--- src/rtl/pc_gen_btb.sv ---
// IF-stage PC generator: prioritised flush/branch/stall redirects plus a
// direct-mapped BTB that predicts taken branches at fetch time.
module pc_gen_btb #(
    parameter int                    ADDR_WIDTH = 32,
    parameter int                    DATA_WIDTH = 32,
    parameter logic [ADDR_WIDTH-1:0] INIT_PC    = '0,
    parameter int                    INST_BYTES = 4,
    parameter int                    BTB_DEPTH  = 16
) (
    input  logic                    clk,
    input  logic                    rst,
    input  logic                    stall_pc,
    input  logic                    flush,
    input  logic [ADDR_WIDTH-1:0]   flush_addr,
    input  logic                    branch_flag,
    input  logic [ADDR_WIDTH-1:0]   branch_addr,
    input  logic                    upd_valid,
    input  logic [ADDR_WIDTH-1:0]   upd_pc,
    input  logic [ADDR_WIDTH-1:0]   upd_target,
    input  logic                    upd_taken,
    output logic [ADDR_WIDTH-1:0]   pc,
    output logic                    pred_taken,
    output logic                    rom_en,
    output logic [DATA_WIDTH/8-1:0] rom_write_en,
    output logic [ADDR_WIDTH-1:0]   rom_addr,
    output logic [DATA_WIDTH-1:0]   rom_write_data
);
    localparam int IDX_W = $clog2(BTB_DEPTH);
    localparam int OFF_W = $clog2(INST_BYTES);
    localparam int TAG_W = ADDR_WIDTH - OFF_W - IDX_W;

    localparam logic [ADDR_WIDTH-1:0] STEP       = ADDR_WIDTH'(INST_BYTES);
    localparam logic [ADDR_WIDTH-1:0] ALIGN_MASK = ~(ADDR_WIDTH'(INST_BYTES - 1));

    logic [BTB_DEPTH-1:0]                 btb_valid;
    logic [BTB_DEPTH-1:0][TAG_W-1:0]      btb_tag;
    logic [BTB_DEPTH-1:0][ADDR_WIDTH-1:0] btb_target;

    logic [IDX_W-1:0]      pc_idx, upd_idx;
    logic [TAG_W-1:0]      pc_tag, upd_tag;
    logic [ADDR_WIDTH-1:0] pc_inc, next_pc;
    logic                  hit;

    assign pc_idx  = pc[OFF_W +: IDX_W];
    assign pc_tag  = pc[ADDR_WIDTH-1 -: TAG_W];
    assign upd_idx = upd_pc[OFF_W +: IDX_W];
    assign upd_tag = upd_pc[ADDR_WIDTH-1 -: TAG_W];
    assign pc_inc  = pc + STEP;

    assign hit        = rom_en & btb_valid[pc_idx] & (btb_tag[pc_idx] == pc_tag);
    assign pred_taken = hit & ~flush & ~branch_flag & ~stall_pc;

    // rom_en==0 only in the cycle after reset, where pc+STEP yields INIT_PC.
    always_comb begin
        next_pc = pc_inc;
        if (!rom_en)          next_pc = pc_inc;
        else if (flush)       next_pc = flush_addr & ALIGN_MASK;
        else if (branch_flag) next_pc = branch_addr & ALIGN_MASK;
        else if (stall_pc)    next_pc = pc;
        else if (hit)         next_pc = btb_target[pc_idx];
    end

    assign rom_addr       = next_pc;
    assign rom_write_en   = '0;
    assign rom_write_data = '0;

    always_ff @(posedge clk) begin
        if (rst) begin
            pc     <= INIT_PC - STEP;
            rom_en <= 1'b0;
        end else begin
            rom_en <= 1'b1;
            if (rom_en) pc <= next_pc;
        end
    end

    // Lookups above see the pre-edge contents, so an update is visible next cycle.
    always_ff @(posedge clk) begin
        if (rst) begin
            btb_valid <= '0;
        end else if (upd_valid) begin
            if (upd_taken) begin
                btb_valid[upd_idx]  <= 1'b1;
                btb_tag[upd_idx]    <= upd_tag;
                btb_target[upd_idx] <= upd_target & ALIGN_MASK;
            end else if (btb_tag[upd_idx] == upd_tag) begin
                btb_valid[upd_idx] <= 1'b0;
            end
        end
    end

    generate
        if (OFF_W > 0) begin : g_unused
            logic unused_upd_lsb;
            assign unused_upd_lsb = ^upd_pc[OFF_W-1:0];
        end
    endgenerate
endmodule

--- config.mk ---
export PLATFORM = sky130hd
export DESIGN_NAME = pc_gen_btb
export DESIGN_NICKNAME = d
export VERILOG_FILES = /design/src/rtl/pc_gen_btb.sv
export SDC_FILE = /design/constraint.sdc
export NUM_CORES = 1
export LEC_CHECK = 0
export CORE_ASPECT_RATIO = 0.8
export CORE_UTILIZATION = 34
export DETAILED_ROUTE_END_ITERATION = 8
export PLACE_DENSITY_LB_ADDON = 0.15
export SETUP_SLACK_MARGIN = 0.2
export SYNTH_ARGS = -nofsm -noshare
export SYNTH_HDL_FRONTEND = slang
export SYNTH_SLANG_ARGS = --single-unit
--- constraint.sdc ---
create_clock -name clk -period 5.8 [get_ports clk]
set_input_delay 0.87 -clock clk [delete_from_list [all_inputs] [get_ports clk]]
set_output_delay 0.87 -clock clk [all_outputs]
set_load 0.01 [all_outputs]
## Word-level counts from Yosys, hierarchy flattened

Index checks and enable logic that the tools add are counted.

- Add/sub/neg operators: 1
- Bitwise operators: 12
- Eq/ne operators: 2
- Order comparisons: 3
- Reductions and logical operators: 4
- Mux-type cells: 24

Operators with widths:

| operator | count |
|---|---|
| 512-bit bitwise mux | 1 |
| 416-bit bitwise mux | 1 |
| 32-bit 2-to-1 mux | 7 |
| 26-bit binary-select mux with 4-bit select | 2 |
| 32-bit binary-select mux with 4-bit select | 1 |
| 32-bit demux with 4-bit select | 1 |
| 26-bit demux with 4-bit select | 1 |
| 26-bit 2-to-1 mux | 3 |
| 26-bit equality test | 2 |
| 32-bit by 3-bit adder with 32-bit output (second input constant) | 1 |
| 16-bit 2-to-1 mux | 2 |
| 16-bit AND | 1 |
| 16-bit inverter | 1 |
| 16-bit OR | 1 |
| 4-bit by 5-bit less-than comparator with 1-bit output (second input constant) | 2 |
| 1-bit AND | 5 |
| 1-bit binary-select mux with 4-bit select | 1 |
| 1-bit demux with 4-bit select | 1 |
| 4-bit by 1-bit greater-or-equal comparator with 1-bit output (second input constant) | 1 |
| 1-bit inverter | 4 |
| 1-bit 2-to-1 mux | 3 |
| 3-bit AND reduction | 1 |
| 2-bit AND reduction | 1 |
| 2-bit nonzero test | 1 |
| 1-bit logical AND | 1 |

- Bits of input ports: 135
- Word-level logic and storage cells: 81
- Output and inout bits: 102
- Register bits: 977

## Logic depth before layout (Yosys ltp)

Gate-level depths: netlist of run 1.

- Depth in word-level cells: 9
- Depth in mapped cells: 16

## Worst setup path after synthesis of run 1

Ideal clock, no wire load.

- Kind: input port to flip-flop
- Start point: input upd_pc[2]
- End point: register btb_tag[390] in the netlist's numbering, enable pin
- Path slack: 0.450 ns
- Cell stages on the path: 9
- Data required time: 5.330 ns
- Arrival time: 4.879 ns
- Path buffers: 4
- Cell sequence: clkbuf_1 > buf_2 > buf_2 > buf_2 > inv_1 > nor2_1 > and2_1 > nand2_1 > nor2_1

RTL lines:

| element | RTL line | source |
|---|---|---|
| start: declaration | 18 | `input logic [ADDR_WIDTH-1:0] upd_pc,` |
| end signal: indexed assignment | 84 | `btb_tag[upd_idx] <= upd_tag;` |
| end: declaration | 36 | `logic [BTB_DEPTH-1:0][TAG_W-1:0] btb_tag;` |

## Worst setup path in the final report of run 1

- Start point: register pc[3]
- End point: output rom_addr[3]

- Cells in the longest elaborated chain, start to end: 9
- Elaborated cells on any way between the ends: 15
- Classes of those cells: 1 x add/sub; 1 x eq/ne; 11 x mux; 2 x bitwise

Ends and longest elaborated chain:

| element | RTL line | source |
|---|---|---|
| start: declaration | 21 | `output logic [ADDR_WIDTH-1:0] pc,` |
| start signal: assignment | 69 | `pc <= INIT_PC - STEP;` |
| start signal: assignment | 73 | `if (rom_en) pc <= next_pc;` |
| 26-bit binary-select mux with 4-bit select or 1-bit binary-select mux with 4-bit select (tied branches) | 50 | `assign hit = rom_en & btb_valid[pc_idx] & (btb_tag[pc_idx] == pc_tag);` |
| 26-bit 2-to-1 mux (not written as such) or 1-bit 2-to-1 mux (tied branches) | 50 |  |
| 26-bit equality test or 1-bit AND (tied branches) | 50 |  |
| 1-bit AND | 50 |  |
| 32-bit 2-to-1 mux | 60 | `else if (hit) next_pc = btb_target[pc_idx];` |
| 32-bit 2-to-1 mux | 59 | `else if (stall_pc) next_pc = pc;` |
| 32-bit 2-to-1 mux | 58 | `else if (branch_flag) next_pc = branch_addr & ALIGN_MASK;` |
| 32-bit 2-to-1 mux | 57 | `else if (flush) next_pc = flush_addr & ALIGN_MASK;` |
| 32-bit 2-to-1 mux (*) | 56 | `if (!rom_en) next_pc = pc_inc;` |
| end: declaration | 25 | `output logic [ADDR_WIDTH-1:0] rom_addr,` |

Mark *: on every way between the ends. The rest lies on a longest branch, timed or not. The select of a mux whose other input is x is not followed.

==> summary.md, run 1 <==
| Metric | Value |
|---|---|
| Clock Latency Late Sink | `0.72 ns` |
| Setup repair after global routing missed its margin | `true` |
| Area of the core region | `124000 sq um` |
| Most frequent standard cell in the layout excluding fill and tap cells | `edfxtp_1` |
| Synthesis-to-layout area growth | `20.1%` |
| Total detailed-routing wirelength | `141000 microns` |
| Worst min-delay path class | `reg -> reg` |
| Endpoints failing setup | `0` |
| Root cell of the clock tree | `clkbuf_16` |
| EDFF count, synth | `896` |
| Number of maximum-capacitance constraint violations | `0` |
| Total Routing Usage GR | `0.220` |
| Total grt overflow | `0` |
| Share of flip-flops with an asynchronous set or reset | `0` |
| Cell breakdown of the critical path | `buf_6 > buf_12 > buf_6 > mux4_2 > o2111a_1 > or4_4 > or4_4 > or4_4 > buf_6 > o41ai_4 > a211oi_2 > a211o_1 > buf_2` |
| Synthesized netlist cell count | `2362` |
| Number of unique standard cell types used by synthesis | `76` |
| Category of the worst setup path capture point | `primary output` |
| Tightest Pin Transition | `1.04 ns` |
| Antenna violations before repair | `15` |
| Largest net degree at the start of global routing | `60` |
| Critical Path Source | `pc[3]` |
| Largest fanout of any net on the critical path | `4` |
| Power density normalized to cell area | `305 nW/um^2` |
| Worst max-slew margin expressed relative to the limit | `0.305` |
| Register area share after synthesis | `0.654` |
| Width of the die | `398 microns` |
| Critical Path Sink | `rom_addr[3]` |
| Vertical die dimension | `319 microns` |
| Post-Place Worst Slack | `0.130 ns` |
| Count of hold-fix buffers inserted at cts | `0` |
| Count of yosys warnings during synthesis | `0` |
| Leakage power of the design | `0.0169 uW` |
| Max Clk Rate | `176 MHz` |
| Number of remaining DRC errors | `0` |
| Inserted Clock Buffers | `99` |
| Via Count | `25606` |
| VDD IR-drop max | `0.245 mV` |
| Mean post-synth cell area | `18.1 sq um` |
| Count of cells along the worst register-to-register path | `13` |
| CTS tree | `yes` |
| Post-DR vias/cell | `5.84` |
| Syn Std Cell Area | `42600 sq um` |
| CP Class | `reg -> out` |
| Fin. max-slew vios | `0` |
| Startpoint of the worst-slack reg-to-reg timing path | `pc[3]` |
| 1st-pass router iterations | `6` |
| Final sum of negative setup slack | `0 ns` |
| Post-layout worst setup margin | `0.132 ns` |
| First-pass GRT wire length | `197000 microns` |
| Commonest non-fill, non-tap cells in the layout | `edfxtp_1, mux4_2, clkdlybuf4s50_1` |
| Maximum count of clock buffers along a single path | `3` |
| Status | `completed` |
| Share of layout cells above drive strength 1 | `0.294` |
| Commonest register cell after synthesis | `edfxtp_1` |
| Worst hold slack across all endpoints | `0.469 ns` |
| Starting Density | `0.345` |
| Required @ worst endpoint | `4.93 ns` |
| Seq cells post-synth | `945` |
| Layout net count | `2800` |
| R2r endpoint | `pc[3]` |
| Number of buffers inserted by port buffering | `192` |
| Element type at the critical path start | `register` |
| CTS sink count | `945` |
| Post-detailed-route wirelength per cell | `32.2 microns` |
| Final weighted congestion of routability-driven global placement | `0.923` |
| Worst reg2reg setup slack | `1.64 ns` |
| Antenna violation net count after detailed routing | `0` |
| Final count of hold timing violations | `0` |
| Slowest CP cell | `or4_4` |
| Clock-pin slew reported for the worst setup and hold paths after clock tree synthesis | `0.06 ns` |
| Number of design-rule violations left by the first detailed-router iteration | `2813` |
| CTS HTree Levels | `3` |
| Die outline area | `127000 sq um` |
| Total number of placement rows | `115` |
| Endpoint arrival time on the critical path | `4.80 ns` |
| Layout Skew | `0.0302 ns` |
| Largest incremental delay on the critical path | `0.59 ns` |
| Via count of the first global-routing pass | `25283` |
| Post-detailed-placement half-perimeter wirelength | `87100 microns` |
| Ports placed on the boundary | `237` |
| Post-route clock period utilization | `0.977` |
| Minimum clock period after layout | `5.67 ns` |
==> report_power, final <==
part           internal (uW)  switching [uW]  leakage [uW]
clock network           3460            2720       0.00151
logic                    791            1060       0.00694
registers               7530            53.1       0.00846
total                  11800            3830        0.0169
==> metrics by stage <==
step                 util  total power [uW]  cell area [sq um]  std cells
finish              0.414             15600              51200       4386
global route        0.414             16100              51200       4383
CTS                 0.411             15700              50800       4369
detailed placement  0.381              9460              47100       4153
global placement    0.381              9440              47100       4153
floorplan               -              8690              42800       2397
==> routing by layer <==
layer	track usage	vias to the layer above	wire length (microns)
li1	-	10496	-
met1	0.324	13786	61900
met2	0.335	1124	64400
met3	0.0486	196	12200
met4	0.0429	4	2670
met5	0	-	25
==> cell type report <==
class	count	area (sq um)
inverter	38	144
clock buffer	131	2620
sequential	945	27900
timing repair buffer	375	3710
fill	10946	72400
clock inverter	51	510
antenna	3	7.51
tap	1638	2050
multi-input combinational	1205	14300
==> sequential cells by signal (all words and copies together) (netlist names), named ones only <==
signal	count
pc	32
rom_en	1
btb_tag	416
btb_target	480
==> critical path, delay by kind of cell, from the launching register on <==
family	cells	cell delay [ns]
DFF	1	0.40
and+or+nand+nor	3	1.61
AOI/OAI and AO/OA	4	1.06
buffers and inverters	5	0.69
muxes	1	0.32
==> worst min path at each step <==
stage / start / end / slack, ns / depth (start not counted)
5_1_grt: register / register / 0.49 / 2
3_5_place_dp: register / register / 0.46 / 2
3_3_place_gp: register / register / 0.47 / 2
4_1_cts: register / register / 0.47 / 2
2_1_floorplan: register / register / 0.44 / 2
6_report: register / register / 0.47 / 2
==> logic make-up (layout without fill, tap and decap cells) <==
group / after synthesis / count (layout) / synth area share
simple gates: 302 / 302 / 0.0365
flops: 945 / 945 / 0.654
xor+xnor: 67 / 67 / 0.0138
buf+inv: 247 / 595 / 0.0282
compound gates: 341 / 341 / 0.0587
fa+ha+maj: 1 / 1 / 0.000293
mux: 458 / 458 / 0.209
other cells: 1 / 39 / 0.0000879
==> Yosys cell counts, types with 8 or more instances <==
master	n	share of area
a211oi_1	15	0.0026
a21o_1	9	0.0016
a21oi_1	59	0.0069
a221oi_1	11	0.0023
a22o_1	11	0.0023
a22oi_1	28	0.0049
a311oi_1	10	0.0021
a31oi_1	15	0.0022
and4_1	8	0.0016
buf_1	22	0.0019
buf_2	49	0.0058
buf_4	45	0.0079
clkbuf_1	87	0.0077
dfxtp_1	49	0.023
edfxtp_1	896	0.63
inv_1	35	0.0031
mux2i_1	108	0.025
mux4_2	344	0.18
nand2_1	71	0.0062
nand2b_1	8	0.0012
nand3_1	29	0.0034
nand4_1	20	0.0029
nor2_1	67	0.0059
nor2b_1	11	0.0016
nor3_1	24	0.0028
nor4_1	18	0.0026
o211ai_1	17	0.0030
o21ai_0	28	0.0033
o221ai_1	45	0.0092
o22ai_1	25	0.0037
or3b_2	9	0.0018
xnor2_1	47	0.0097
xor2_1	20	0.0041
==> repair_timing <==
item / 4_1_cts / 5_1_grt
gates resized for setup: 138 / 74
setup buffers: 32 / 13
gates cloned: 2 / 1
pin swaps: 16 / 23
endpoints found under the setup margin: 33 / 32
Note: power is estimated with default switching activity, not from simulation.
==> run 2: changes to the inputs <==
--- a/config.mk
+++ b/config.mk
@@ -7,6 +7,7 @@
 export LEC_CHECK = 0
 export CORE_ASPECT_RATIO = 0.8
 export CORE_UTILIZATION = 34
+export CTS_BUF_LIST = sky130_fd_sc_hd__clkbuf_8 sky130_fd_sc_hd__clkbuf_16
 export DETAILED_ROUTE_END_ITERATION = 8
 export PLACE_DENSITY_LB_ADDON = 0.15
 export SETUP_SLACK_MARGIN = 0.2
==> run 2 against run 1 <==
Clock power is 0.8% lower. Cell area hardly changed. Combinational power hardly changed. Register-to-register slack worse by 0.04 ns. Setup slack worse by 0.021 ns. Final cell count hardly changed. Core utilization hardly changed. Clock-buffer cell count is 31 lower. First-iteration DRC count is 3.6% lower. Via count hardly changed. Flip-flop and latch count stayed put. Critical endpoint unchanged. Highest routed layer unchanged.
==> summary.md, run 2 (synthesized netlist as in run 1, its figures left out) <==
| Metric | Value |
|---|---|
| Commonest non-fill, non-tap cells in the layout | `edfxtp_1, mux4_2, clkdlybuf4s50_1` |
| Post-DR vias/cell | `5.84 (about the same)` |
| Final sum of negative setup slack | `0 ns (unchanged)` |
| Number of maximum-capacitance constraint violations | `0 (unchanged)` |
| Critical Path Most Common Cell | `or4_4` |
| CTS tree | `yes` |
| 1st-pass router iterations | `6 (unchanged)` |
| Via count of the first global-routing pass | `25283 (unchanged)` |
| Maximum count of clock buffers along a single path | `3 (unchanged)` |
| Met1 Usage GRT | `0.324 (unchanged)` |
| Starting Density | `0.345 (unchanged)` |
| Worst hold slack across all endpoints | `0.470 ns (+0.00100 ns)` |
| Largest registers ranked by flip-flop count | `btb_target (480), btb_tag (416), pc (32)` |
| Antenna violations before repair | `15 (unchanged)` |
| CP Class | `reg -> out` |
| CTS HTree Levels | `3 (unchanged)` |
| Endpoints failing setup | `0 (unchanged)` |
| Count of non-filler cells in the finished layout | `4387 (+0.023%)` |
| Max Clk Rate | `176 MHz (-0.37%)` |
| Post-Place Worst Slack | `0.130 ns (unchanged)` |
| Post-route clock period utilization | `0.981 (+0.00363)` |
| Width of the die | `398 microns (unchanged)` |
| Share of layout cells above drive strength 1 | `0.294 (unchanged)` |
| CTS sink count | `945 (unchanged)` |
| Minimum clock period after layout | `5.69 ns (+0.0211 ns)` |
| Number of design-rule violations left by the first detailed-router iteration | `2713 (-3.6%)` |
| Largest net degree at the start of global routing | `60 (unchanged)` |
| Vertical die dimension | `319 microns (unchanged)` |
| Antenna violation net count after detailed routing | `0 (unchanged)` |
| Total Routing Usage GR | `0.220 (unchanged)` |
| Placement Cell Area | `47100 sq um (unchanged)` |
| Post-detailed-route wirelength per cell | `32.1 microns (-0.16%)` |
| Worst min-delay path class | `reg -> reg` |
| Fin. max-slew vios | `0 (unchanged)` |
| Final weighted congestion of routability-driven global placement | `0.923 (unchanged)` |
| Design Area, Final | `51200 sq um (about the same)` |
| Number of remaining DRC errors | `0 (unchanged)` |
| Flip-flop and latch area | `27900 sq um (unchanged)` |
| Inserted Clock Buffers | `99 (unchanged)` |
| First-pass GRT wire length | `197000 microns (about the same)` |
| Largest incremental delay on the critical path | `0.61 ns (+0.02 ns)` |
| Setup repair after global routing missed its margin | `true` |
| Post-layout worst setup margin | `0.111 ns (-0.0211 ns)` |
| Layout Skew | `0.0315 ns (+0.00133 ns)` |
| Slowest CP cell | `mux4_2` |
| Tightest Pin Transition | `1.09 ns (+0.0503 ns)` |
| Element type at the critical path start | `register` |
| Flip-flop count of the largest register, all copies and words added | `480 (unchanged)` |
| Area of the multi-input gates | `14300 sq um (unchanged)` |
| VDD IR-drop max | `0.240 mV (-2.1%)` |
| Number of buffers inserted by port buffering | `192 (unchanged)` |
| Synthesis-to-layout area growth | `20.1% (about the same)` |
| Status | `completed` |
| Total grt overflow | `0 (unchanged)` |
| Global-route track usage on met3 | `0.0486 (unchanged)` |
| Root cell of the clock tree | `clkbuf_16` |
| Clock Latency Late Sink | `0.72 ns (about the same)` |
| Final count of hold timing violations | `0 (unchanged)` |
| Worst max-slew margin expressed relative to the limit | `0.272 (-0.0336)` |
| Clock-pin slew reported for the worst setup and hold paths after clock tree synthesis | `0.06 ns (about the same)` |
| Largest fanout of any net on the critical path | `9 (+5)` |
| Endpoint arrival time on the critical path | `4.82 ns (+0.02 ns)` |
| Met2 Usage GRT | `0.335 (unchanged)` |
| Category of the worst setup path capture point | `primary output` |
| Buffering stage count on the worst path with inverters included | `4 (-1)` |
| Required @ worst endpoint | `4.93 ns (about the same)` |
| Cell breakdown of the critical path | `buf_12 > buf_4 > mux4_2 > o2111ai_1 > nand4_1 > or4_4 > or4_4 > buf_6 > o41ai_4 > a211oi_2 > a211o_1 > buf_2` |
| Busiest grt layer | `met2` |
| Instance count after placement with tap cells included | `4153 (unchanged)` |
| Post-detailed-placement half-perimeter wirelength | `87100 microns (unchanged)` |
| Most frequent standard cell in the layout excluding fill and tap cells | `edfxtp_1` |
| Layout net count | `2800 (unchanged)` |
| Power density normalized to cell area | `304 nW/um^2 (-0.31%)` |
| Ports placed on the boundary | `237 (unchanged)` |
| Total number of placement rows | `115 (unchanged)` |
| Fillers | `10945 (-0.0091%)` |
| Area of the core region | `124000 sq um (unchanged)` |
| Die outline area | `127000 sq um (unchanged)` |
| Total detailed-routing wirelength | `141000 microns (-0.14%)` |
| Via Count | `25629 (+0.090%)` |
| Family with the most delay on the worst path | `simple AND/OR/NAND/NOR gates` |
| Leakage power of the design | `0.0170 uW (+0.76%)` |
| Top register by number of flip-flops | `btb_target` |
## run 2: cell count changes in the layout (fill, tap and decap cells not counted), sizes merged
| cell | before | now |
|---|---|---|
| diode | 3 | 4 |
| inv | 38 | 69 |
| clkbuf | 137 | 106 |
## run 2: worst paths after layout
check                endpoint  cells past startpoint  slack [ns]  startpoint
setup / recovery  rom_addr[3]                     12        0.11       pc[2]
hold / removal       register                      2        0.47    register
setup reg to reg        pc[3]                     12        1.60       pc[2]
hold reg to reg      register                      2        0.47    register
## run 2: worst reg2reg max path, stage by stage (launching register included)
cell       delay [ns]
dfxtp_4          0.39
buf_12           0.15
buf_4            0.24
mux4_2           0.61
o2111ai_1        0.29
nand4_1          0.18
or4_4            0.55
or4_4            0.59
buf_6            0.16
o41ai_4          0.27
a211oi_2         0.14
buf_4            0.16
a2111o_1         0.36
## run 2: metal layers
layer  share of wire  wire length, microns
met1            0.44                 61900
met2            0.46                 64300
met3           0.085                 11900
met4           0.019                  2740
met5         0.00018                    25
## run 2: what timing repair did
| item | 4_1_cts | 5_1_grt |
|---|---|---|
| gates cloned | 2 | 1 |
| pin swaps | 16 | 23 |
| hold endpoints to repair | 0 | 0 |
| buffers inserted | 32 | 13 |
| resized for setup | 138 | 74 |
| hold buffers | 0 | 0 |
| endpoints found under the setup margin | 33 | 32 |
## run 2: layout make-up
class / instances / area share
sequential: 945 / 0.545
multi-input combinational: 1205 / 0.279
timing repair buffer: 375 / 0.0725
clock buffer: 100 / 0.0488
tap: 1638 / 0.0400
clock inverter: 82 / 0.0122
inverter: 38 / 0.00281
antenna: 4 / 0.000195
## run 2: through the flow
stage,total power (uW),util
final,15600,0.414
after global routing,16100,0.414
after CTS,15700,0.411
after detailed placement,9460,0.381
after global placement,9440,0.381
after floorplan,8690,-
## run 2: where the power goes
part	switching [uW]	internal, uW	total (uW)
Sequential	53.2	7530	7580
Clock	2730	3410	6130
Combinational	1060	790	1850
Total	3840	11700	15600
